[src/rtl/ps2_pkg.sv]
// Shared constants for the PS/2 front end: debounce depth and idle line level.
package ps2_pkg;
  localparam int   DEBOUNCE_STABLE_COUNT_DEFAULT = 19;
  localparam logic PS2_IDLE_LEVEL                = 1'b1;
endpackage

[src/rtl/debounce_channel.sv]
// One debounce lane: 2-flop synchronizer, stability counter and registered output.
module debounce_channel
  import ps2_pkg::*;
#(
  parameter int   STABLE_COUNT = DEBOUNCE_STABLE_COUNT_DEFAULT,
  parameter logic RESET_LEVEL  = PS2_IDLE_LEVEL,
  parameter int   CNT_W        = $clog2(STABLE_COUNT)
) (
  input  logic clk,
  input  logic rst,
  input  logic i_in,
  output logic o_out
);

  localparam logic [CNT_W-1:0] CNT_MAX = CNT_W'(STABLE_COUNT - 1);

  logic             r_sync_a;
  logic             r_sync_b;
  logic [CNT_W-1:0] r_cnt;
  logic             r_out;
  logic             w_mismatch;

  assign w_mismatch = (r_sync_b != r_out);

  // Any return to equality clears the count, so short glitches never accumulate.
  always_ff @(posedge clk) begin
    if (rst) begin
      r_sync_a <= RESET_LEVEL;
      r_sync_b <= RESET_LEVEL;
      r_cnt    <= '0;
      r_out    <= RESET_LEVEL;
    end else begin
      r_sync_a <= i_in;
      r_sync_b <= r_sync_a;
      if (!w_mismatch) begin
        r_cnt <= '0;
      end else if (r_cnt == CNT_MAX) begin
        r_out <= r_sync_b;
        r_cnt <= '0;
      end else begin
        r_cnt <= r_cnt + 1'b1;
      end
    end
  end

  assign o_out = r_out;

endmodule

[src/rtl/dual_debouncer.sv]
// Two independent debounce lanes: channel 0 is the PS/2 clock, channel 1 the PS/2 data.
module dual_debouncer
  import ps2_pkg::*;
#(
  parameter int   STABLE_COUNT = DEBOUNCE_STABLE_COUNT_DEFAULT,
  parameter logic RESET_LEVEL  = PS2_IDLE_LEVEL,
  parameter int   CNT_W        = $clog2(STABLE_COUNT)
) (
  input  logic clk,
  input  logic rst,
  input  logic In0,
  input  logic In1,
  output logic Out0,
  output logic Out1
);

  logic [1:0] w_in;
  logic [1:0] w_out;

  assign w_in = {In1, In0};

  generate
    for (genvar gi = 0; gi < 2; gi++) begin : g_chan
      debounce_channel #(
        .STABLE_COUNT (STABLE_COUNT),
        .RESET_LEVEL  (RESET_LEVEL),
        .CNT_W        (CNT_W)
      ) u_chan (
        .clk   (clk),
        .rst   (rst),
        .i_in  (w_in[gi]),
        .o_out (w_out[gi])
      );
    end
  endgenerate

  assign Out0 = w_out[0];
  assign Out1 = w_out[1];

endmodule

[config.mk]
export PLATFORM = sky130hd
export DESIGN_NAME = dual_debouncer
export DESIGN_NICKNAME = d
export VERILOG_FILES = /design/src/rtl/ps2_pkg.sv /design/src/rtl/debounce_channel.sv /design/src/rtl/dual_debouncer.sv
export SDC_FILE = /design/constraint.sdc
export NUM_CORES = 1
export LEC_CHECK = 0
export ABC_AREA = 1
export CAP_MARGIN = 0
export CORE_MARGIN = 5
export CORE_UTILIZATION = 40
export DETAILED_ROUTE_END_ITERATION = 8
export HOLD_SLACK_MARGIN = 0.15
export MAX_ROUTING_LAYER = met4
export SYNTH_ARGS = -nofsm -noshare
export SYNTH_HDL_FRONTEND = slang
export SYNTH_SLANG_ARGS = --single-unit
export TNS_END_PERCENT = 20
[constraint.sdc]
create_clock -name clk -period 2.3 [get_ports clk]
set_input_delay 0.46 -clock clk [delete_from_list [all_inputs] [get_ports clk]]
set_output_delay 0.46 -clock clk [all_outputs]
set_load 0.02 [all_outputs]
# Yosys cells after proc, flatten, opt, wreduce, memory -nomap -nowiden
# Index checks and enable logic that the tools add are counted.
dict set report word_totals {
  rom_bits 0
  in_bits 4
  n_memories 0
  output_inout_bits 2
  word_cells 20
  mem_bits_rw 0
  regBits 16
  latchBits 0
}
dict set report classes {
  multipliers 0
  n_shift 0
  eq_ne 4
  n_reduce_logical 4
  bitwise 2
  add_sub_neg 2
  div_mod_pow 0
  muxes 0
  order_cmp 0
}
# cell n
set op_table {}
lappend op_table {{5-bit by 1-bit adder with 5-bit output, second input constant} 2}
lappend op_table {{5-bit == test, second input constant} 2}
lappend op_table {{3-bit OR reduction} 2}
lappend op_table {{2-bit AND reduction} 2}
lappend op_table {{1-bit != test} 2}
lappend op_table {{1-bit NOT} 2}

# Depth between registers and ports, before layout
# Gate-level depths: netlist of run 1.
dict set report logic_depth {
  depth_word 3
  mapped_depth 7
  mapped_depth_nobuf 7
}

# Hierarchy
# From an unflattened synthesis of run 1, not the netlist that was laid out.
dict set report hier_totals {
  cells_unflattened 80
  area_unflattened_um2 688.2
}
# mod cells_each area_per_inst_um2 instances seq_area_each_um2
set modules_own_cells {}
lappend modules_own_cells {debounce_channel 40 344.1 2 160.2}

# Least setup slack after synthesis of run 1
# OpenSTA, ideal clock, no wires.
dict set report synth_path {
  kind {reg2reg}
  from {reg g_chan[1].u_chan.r_cnt[0]}
  to {reg g_chan[1].u_chan.r_cnt[0]}
  setup_ns 0.065
  path_stages_with_launch 8
  arrival_ns 0.927
  t_required_ns 2.235
  path_buffers 0
  setup_slack_ns 1.308
  synth_period_minus_slack_ns 0.992
  cell_sequence {dfxtp_1 inv_1 ha_1 nand2_1 inv_1 nand2_2 nand3_2 nor2_1}
}
dict set report synth_via {
  elab_chain_len 2
  elab_cells_between_ends 3
  classes_between {add/sub (1); eq/ne (1); reduce/logical (1)}
}
# item line
set synth_rtl {}
lappend synth_rtl {{start: declaration} debounce_channel.sv:19} ;# logic [CNT_W-1:0] r_cnt;
lappend synth_rtl {{start signal: assignment} debounce_channel.sv:41} ;# r_cnt <= r_cnt + 1'b1;
lappend synth_rtl {{parallel branches: the longest is 2 deep, another holds 5-bit by 1-bit adder with 5-bit output} --}
# Several ways; the timed one is not identified.
# A chain may end at the register's enable or synchronous reset.

# Final worst setup path of run 1
dict set report layout_path {
  from {reg g_chan[1].u_chan.r_out}
  to {out Out1}
}
# item line
set layout_rtl {}
lappend layout_rtl {{start: declaration} debounce_channel.sv:20} ;# logic r_out;
lappend layout_rtl {{start signal: assignment} debounce_channel.sv:38} ;# r_out <= r_sync_b;
lappend layout_rtl {{end: declaration} dual_debouncer.sv:14} ;# output logic Out1
# No word-level cell between the ends.

==> impl_metrics.toml, run 1 <==
[drt]
top_layer = "met4"
drc = 0
wl_met1_um = 481
wl_per_cell_um = 8.77
via_per_inst = 4.75
wl_met3_um = 51
dr.pass1.iters = 4
antenna_left = 0
wl_met2_um = 386
drt_iter0_drc = 12
vias = 504
routed_wl_um = 930

[worst_setup_path]
cp_slowest_cell = "clkdlybuf4s50_1"
worstPathRequired_ps = 1840
timing.rr.start = "g_chan[0].u_chan.r_cnt[0]$_SDFF_PP0_"
slowest_delay_ps = 630
crit_path_cell_trace = "clkdlybuf4s50_1"
cp_max_fo = 4
cp-end-kind = "primary output"
worstPathArrival_ps = 1290
cp-start-kind = "register"
crit_family = "buffers and inverters"
crit_buf_inv = 1
crit_start = "g_chan[1].u_chan.o_out$_SDFFE_PP1P_"
worstSetupPathType = "reg -> out"

[timing]
fmax_mhz = 572
rsz0062_at_grt = "false"
period_share = 0.760
fin_crit_ps = 1750
worst-slew-pin-transition_ps = 240
report.final.slew_viol_count = 0
slew_headroom = 0.840
hold_violations = 0
setup_violations = 0
fin_tns_setup_ps = 0
clock_skew_ps = 4.00

[synthesis]
synth_cells = 81
synth.distinct_cells = 13
syn_nets = 89
ys.warnings.count = 0
ys_ff_latch = 16
synth.cell_area_um2 = 669
syn_area_per_cell_um2 = 8.26
synth_seq_area_share = 0.479

[layout]
final_core_util = 0.503
drive_gt1_frac = 0.156
layout.cells.most_common = "dfxtp_1"
fin_area_um2 = 776
fill_cells = 147
diodes = 0
synthToLayoutAreaGrowth_pct = 15.9
nNetsFinal = 99
layout_common_cells = "dfxtp_1, nand2_1, nor2_1"

[pwr]
switching_share = 0.186
total_power_mw = 0.474
p_int_mw = 0.386
seqPwrFrac = 0.598
power_leakage_nw = 0.333
combPwrFrac = 0.032
power_density_nw_per_um2 = 612
ir_worst_vdd_mv = 0.511
power.switching_mw = 0.0885
clkPwrFrac = 0.370

[global_route]
grt_pass1_vias = 412
grt_max_degree = 10
gr-total-overflow = 0
antenna_found_initial = 0
grt_pass1_wl_um = 1690
track_usage = 0.0832

[run_status]
outcome = "complete, no violations"

[floorplan]
rows = 14
core_area_um2 = 1540
dieArea_um2 = 2590
dieHeight_um = 50.9
die_width_um = 50.9
start_util = 0.434
pin_count = 6

[clocking]
insertion_delay_ps = 270
cts_setup_buffers = 0
clockRootBuffer = "clkbuf_4"
cts_resized = 0
cts_buffers = 3
cts.clk_slew.worst_paths_ps = 90
hold_buffers = 0
cts_buffer_depth = 2
numClockSinks = 16
htreeDepth = 1
tritoncts = "yes"

[placed_design]
gp_congestion = 0.711
dpl-instance-area_um2 = 739
hpwl_um = 716
io_buffers = 5

[hold_path]
worstHoldPathType = "reg -> reg"
hold_path.startpoint = "g_chan[1].u_chan.r_sync_a$_SDFF_PP1_"

[run]
drv_cap = 0
-- kinds of logic after synthesis --
kind of cell / count (synthesis) / share of synthesized area
XOR/XNOR: 2 / 0.0262
adder cells (fa/ha/maj): 4 / 0.0748
buffers and inverters: 9 / 0.0505
flip-flops: 16 / 0.479
AND/OR/NAND/NOR: 50 / 0.370
-- routing by layer --
| layer | global-route usage | vias up |
|---|---|---|
| met5 | - | - |
| met4 | 0.0128 | 0 |
| met3 | 0.0320 | 2 |
| met2 | 0.120 | 7 |
| met1 | 0.113 | 223 |
| li1 | - | 272 |
-- flip-flops by register name (all words and copies together) (netlist names) --
register	flops
g_chan.u_chan.r_sync_b	2
g_chan.u_chan.r_cnt	10
g_chan.u_chan.o_out	2
g_chan.u_chan.r_sync_a	2
-- power groups by stage --
stage / clock [mW] / sequential, mW / combinational [mW]
floorplan: 0 / 0.290 / 0.00846
global placement: 0 / 0.290 / 0.0156
detailed placement: 0 / 0.290 / 0.0156
CTS: 0.180 / 0.284 / 0.0157
global route: 0.194 / 0.285 / 0.0174
finish: 0.176 / 0.284 / 0.0154
-- worst paths after layout --
kind	end	slack (ps)	cells past startpoint
worst max-delay path	Out1	550	1
worst min-delay path	g_chan[1].u_chan.r_sync_b$_SDFF_PP1_	410	1
worst max register to register	g_chan[0].u_chan.r_cnt[3]$_SDFF_PP0_	1190	7
worst min register to register	g_chan[1].u_chan.r_sync_b$_SDFF_PP1_	410	1
-- Yosys cell counts (all sizes together) --
library cell / number / share of area
dfxtp: 16 / 0.48
ha: 4 / 0.075
inv: 9 / 0.050
nand2: 16 / 0.097
nand3: 10 / 0.10
nand4: 4 / 0.037
nor2: 16 / 0.097
or2: 4 / 0.037
xnor2: 2 / 0.026
-- area by class of cell --
class | count | area, um2 | area share
clock buffers | 4 | 36.3 | 0.0468
inverters | 9 | 33.8 | 0.0435
multi-input cells | 56 | 315 | 0.406
flip-flops and latches | 16 | 320 | 0.413
well taps | 16 | 20.0 | 0.0258
repair buffers | 5 | 50.0 | 0.0645
-- through the flow --
stage / worst slack [ps] / hold WS, ps / cells
after detailed placement: 834 / 393 / 102
final: 551 / 412 / 106
after floorplan: 1310 / 389 / 81
after global placement: 856 / 396 / 102
after CTS: 541 / 414 / 106
after global routing: 482 / 442 / 106
No activity file was read; power rests on OpenSTA's default activity.
==> inputs of run 2 (changes only) <==
==> constraint.sdc (replaced) <==
create_clock -name clk -period 1.5 [get_ports clk]
set_input_delay 0.3 -clock clk [delete_from_list [all_inputs] [get_ports clk]]
set_output_delay 0.3 -clock clk [all_outputs]
set_load 0.02 [all_outputs]
==> run 2 against run 1 <==
Compared with the run above: critical path depth unchanged; clock skew is 1.3 ps lower; core utilization is 1.1 points lower; hold slack got worse by 1.1 ps; sequential power increased by 53%; non-clock buffer count unchanged; die area unchanged; sequential cell count unchanged; register-to-register slack lost 810 ps; critical path type unchanged.
==> impl_metrics.toml, run 2 (synthesis results as in run 1) <==
[floorplan]
die_width_um = 50.9
rows = 14
core_area_um2 = 1540
dieArea_um2 = 2590
pin_count = 6
start_util = 0.434
dieHeight_um = 50.9

[pwr]
clkPwrFrac = 0.313
seqPwrFrac = 0.652
power_density_nw_per_um2 = 878
ir_worst_vdd_mv = 0.436
combPwrFrac = 0.035
switching_share = 0.194
power.switching_mw = 0.130
power_leakage_nw = 0.322
p_int_mw = 0.538

[global_route]
gr-total-overflow = 0
grt_pass1_wl_um = 1730
track_usage = 0.0885
antenna_found_initial = 0
grt_pass1_vias = 423
grt_max_degree = 9

[layout]
final_core_util = 0.493
final_cells = 105
regMostFlops = "g_chan.u_chan.r_cnt"
final-seq-area_um2 = 320
largest_reg_flops = 10
synthToLayoutAreaGrowth_pct = 13.5
nNetsFinal = 99
layout.cells.most_common = "dfxtp_1"
fill_cells = 165
multi_input_area_um2 = 315
diodes = 0
layout_common_cells = "dfxtp_1, nand2_1, nor2_1"
drive_gt1_frac = 0.146
fin_area_um2 = 759

[clocking]
clockRootBuffer = "clkbuf_4"
cts_buffer_depth = 2
cts_setup_buffers = 0
htreeDepth = 1
hold_buffers = 0
insertion_delay_ps = 270
cts_buffers = 3
tritoncts = "yes"
cts.clk_slew.worst_paths_ps = 80
numClockSinks = 16

[drt]
drc = 0
dr.pass1.iters = 2
drt_iter0_drc = 5
routed_wl_um = 946
antenna_left = 0
via_per_inst = 4.66
wl_per_cell_um = 9.01
vias = 489

[worst_setup_path]
cp-start-kind = "register"
crit_buf_inv = 1
cp_max_fo = 4
cp-end-kind = "primary output"
r2r_cells = 7
crit_path_cell_trace = "dlygate4sd2_1"
worstPathRequired_ps = 1200
worstSetupPathType = "reg -> out"
worstPathArrival_ps = 1000
crit_family = "flip-flops"
slowest_delay_ps = 370
timing.rr.start = "g_chan[1].u_chan.r_cnt[0]$_SDFF_PP0_"
crit_start = "g_chan[1].u_chan.o_out$_SDFFE_PP1P_"
cp_slowest_cell = "dfxtp_1"
cp.depth = 1

[placed_design]
io_buffers = 5
hpwl_um = 727
gp_congestion = 0.711
dpl-instance-area_um2 = 739
dp.cells = 102

[timing]
clock_skew_ps = 2.68
fin_tns_setup_ps = 0
hold_violations = 0
slew_headroom = 0.845
fin_crit_ps = 1300
worst-slew-pin-transition_ps = 232
rsz0062_at_grt = "false"
report.final.slew_viol_count = 0
fmax_mhz = 767
period_share = 0.870
setup_violations = 0

[hold_path]
worstHoldPathType = "reg -> reg"
worstHoldPathCells = 1
hold_path.startpoint = "g_chan[1].u_chan.r_sync_a$_SDFF_PP1_"

[run]
drv_cap = 0

[run_status]
outcome = "complete, no violations"
-- run 2: cell types whose count changed in the layout (fill, tap and decap cells not counted), sizes merged --
cell,before,now
clkdlybuf4s50,5,3
clkbuf,4,3
dlygate4sd2,0,2
-- run 2: power by group through the flow --
stage	Sequential [mW]	Clock (mW)	Combinational (mW)
6_report	0.435	0.209	0.0234
5_1_grt	0.436	0.247	0.0261
4_1_cts	0.435	0.219	0.0239
3_5_place_dp	0.445	0	0.0240
3_3_place_gp	0.445	0	0.0239
2_1_floorplan	0.444	0	0.0130
-- run 2: what timing repair did --
action / in CTS / in global routing
gates resized for setup: 2 / 0
endpoints found under the setup margin: 2 / 0
endpoints found under the hold margin: 0 / 0
-- run 2: path summary, 6_finish.rpt --
path	end	slack, ps
max	Out1	200
min	g_chan[1].u_chan.r_sync_b$_SDFF_PP1_	410
max reg2reg	g_chan[1].u_chan.r_cnt[0]$_SDFF_PP0_	380
min reg2reg	g_chan[1].u_chan.r_sync_b$_SDFF_PP1_	410
-- run 2: stage by stage --
stage               power, mW  hold WS [ps]  setup slack [ps]
floorplan               0.457           389               508
global placement        0.469           396               216
detailed placement      0.469           393               202
CTS                     0.678           413               180
global route            0.709           449               114
finish                  0.667           411               196
-- run 2: area by class of cell --
type,count,share of cell area
multi-input combinational,56,0.415
tap,16,0.0264
timing repair buffer,5,0.0626
inverter,9,0.0445
sequential,16,0.422
clock buffer,3,0.0297
-- run 2: layer usage --
| metal | track usage | routed length (um) |
|---|---|---|
| met1 | 0.115 | 521 |
| met2 | 0.116 | 373 |
| met3 | 0.0320 | 46 |
| met4 | 0.0511 | 5 |
| met5 | - | 0 |
==> inputs of run 3 (changes only) <==
--- a/config.mk
+++ b/config.mk
@@ -6,7 +6,6 @@
 export NUM_CORES = 1
 export LEC_CHECK = 0
 export ABC_AREA = 1
-export CAP_MARGIN = 0
 export CORE_MARGIN = 5
 export CORE_UTILIZATION = 40
 export DETAILED_ROUTE_END_ITERATION = 8
==> results of run 3 <==
No change in the layout: final DEF, timing and power equal those of run 2.
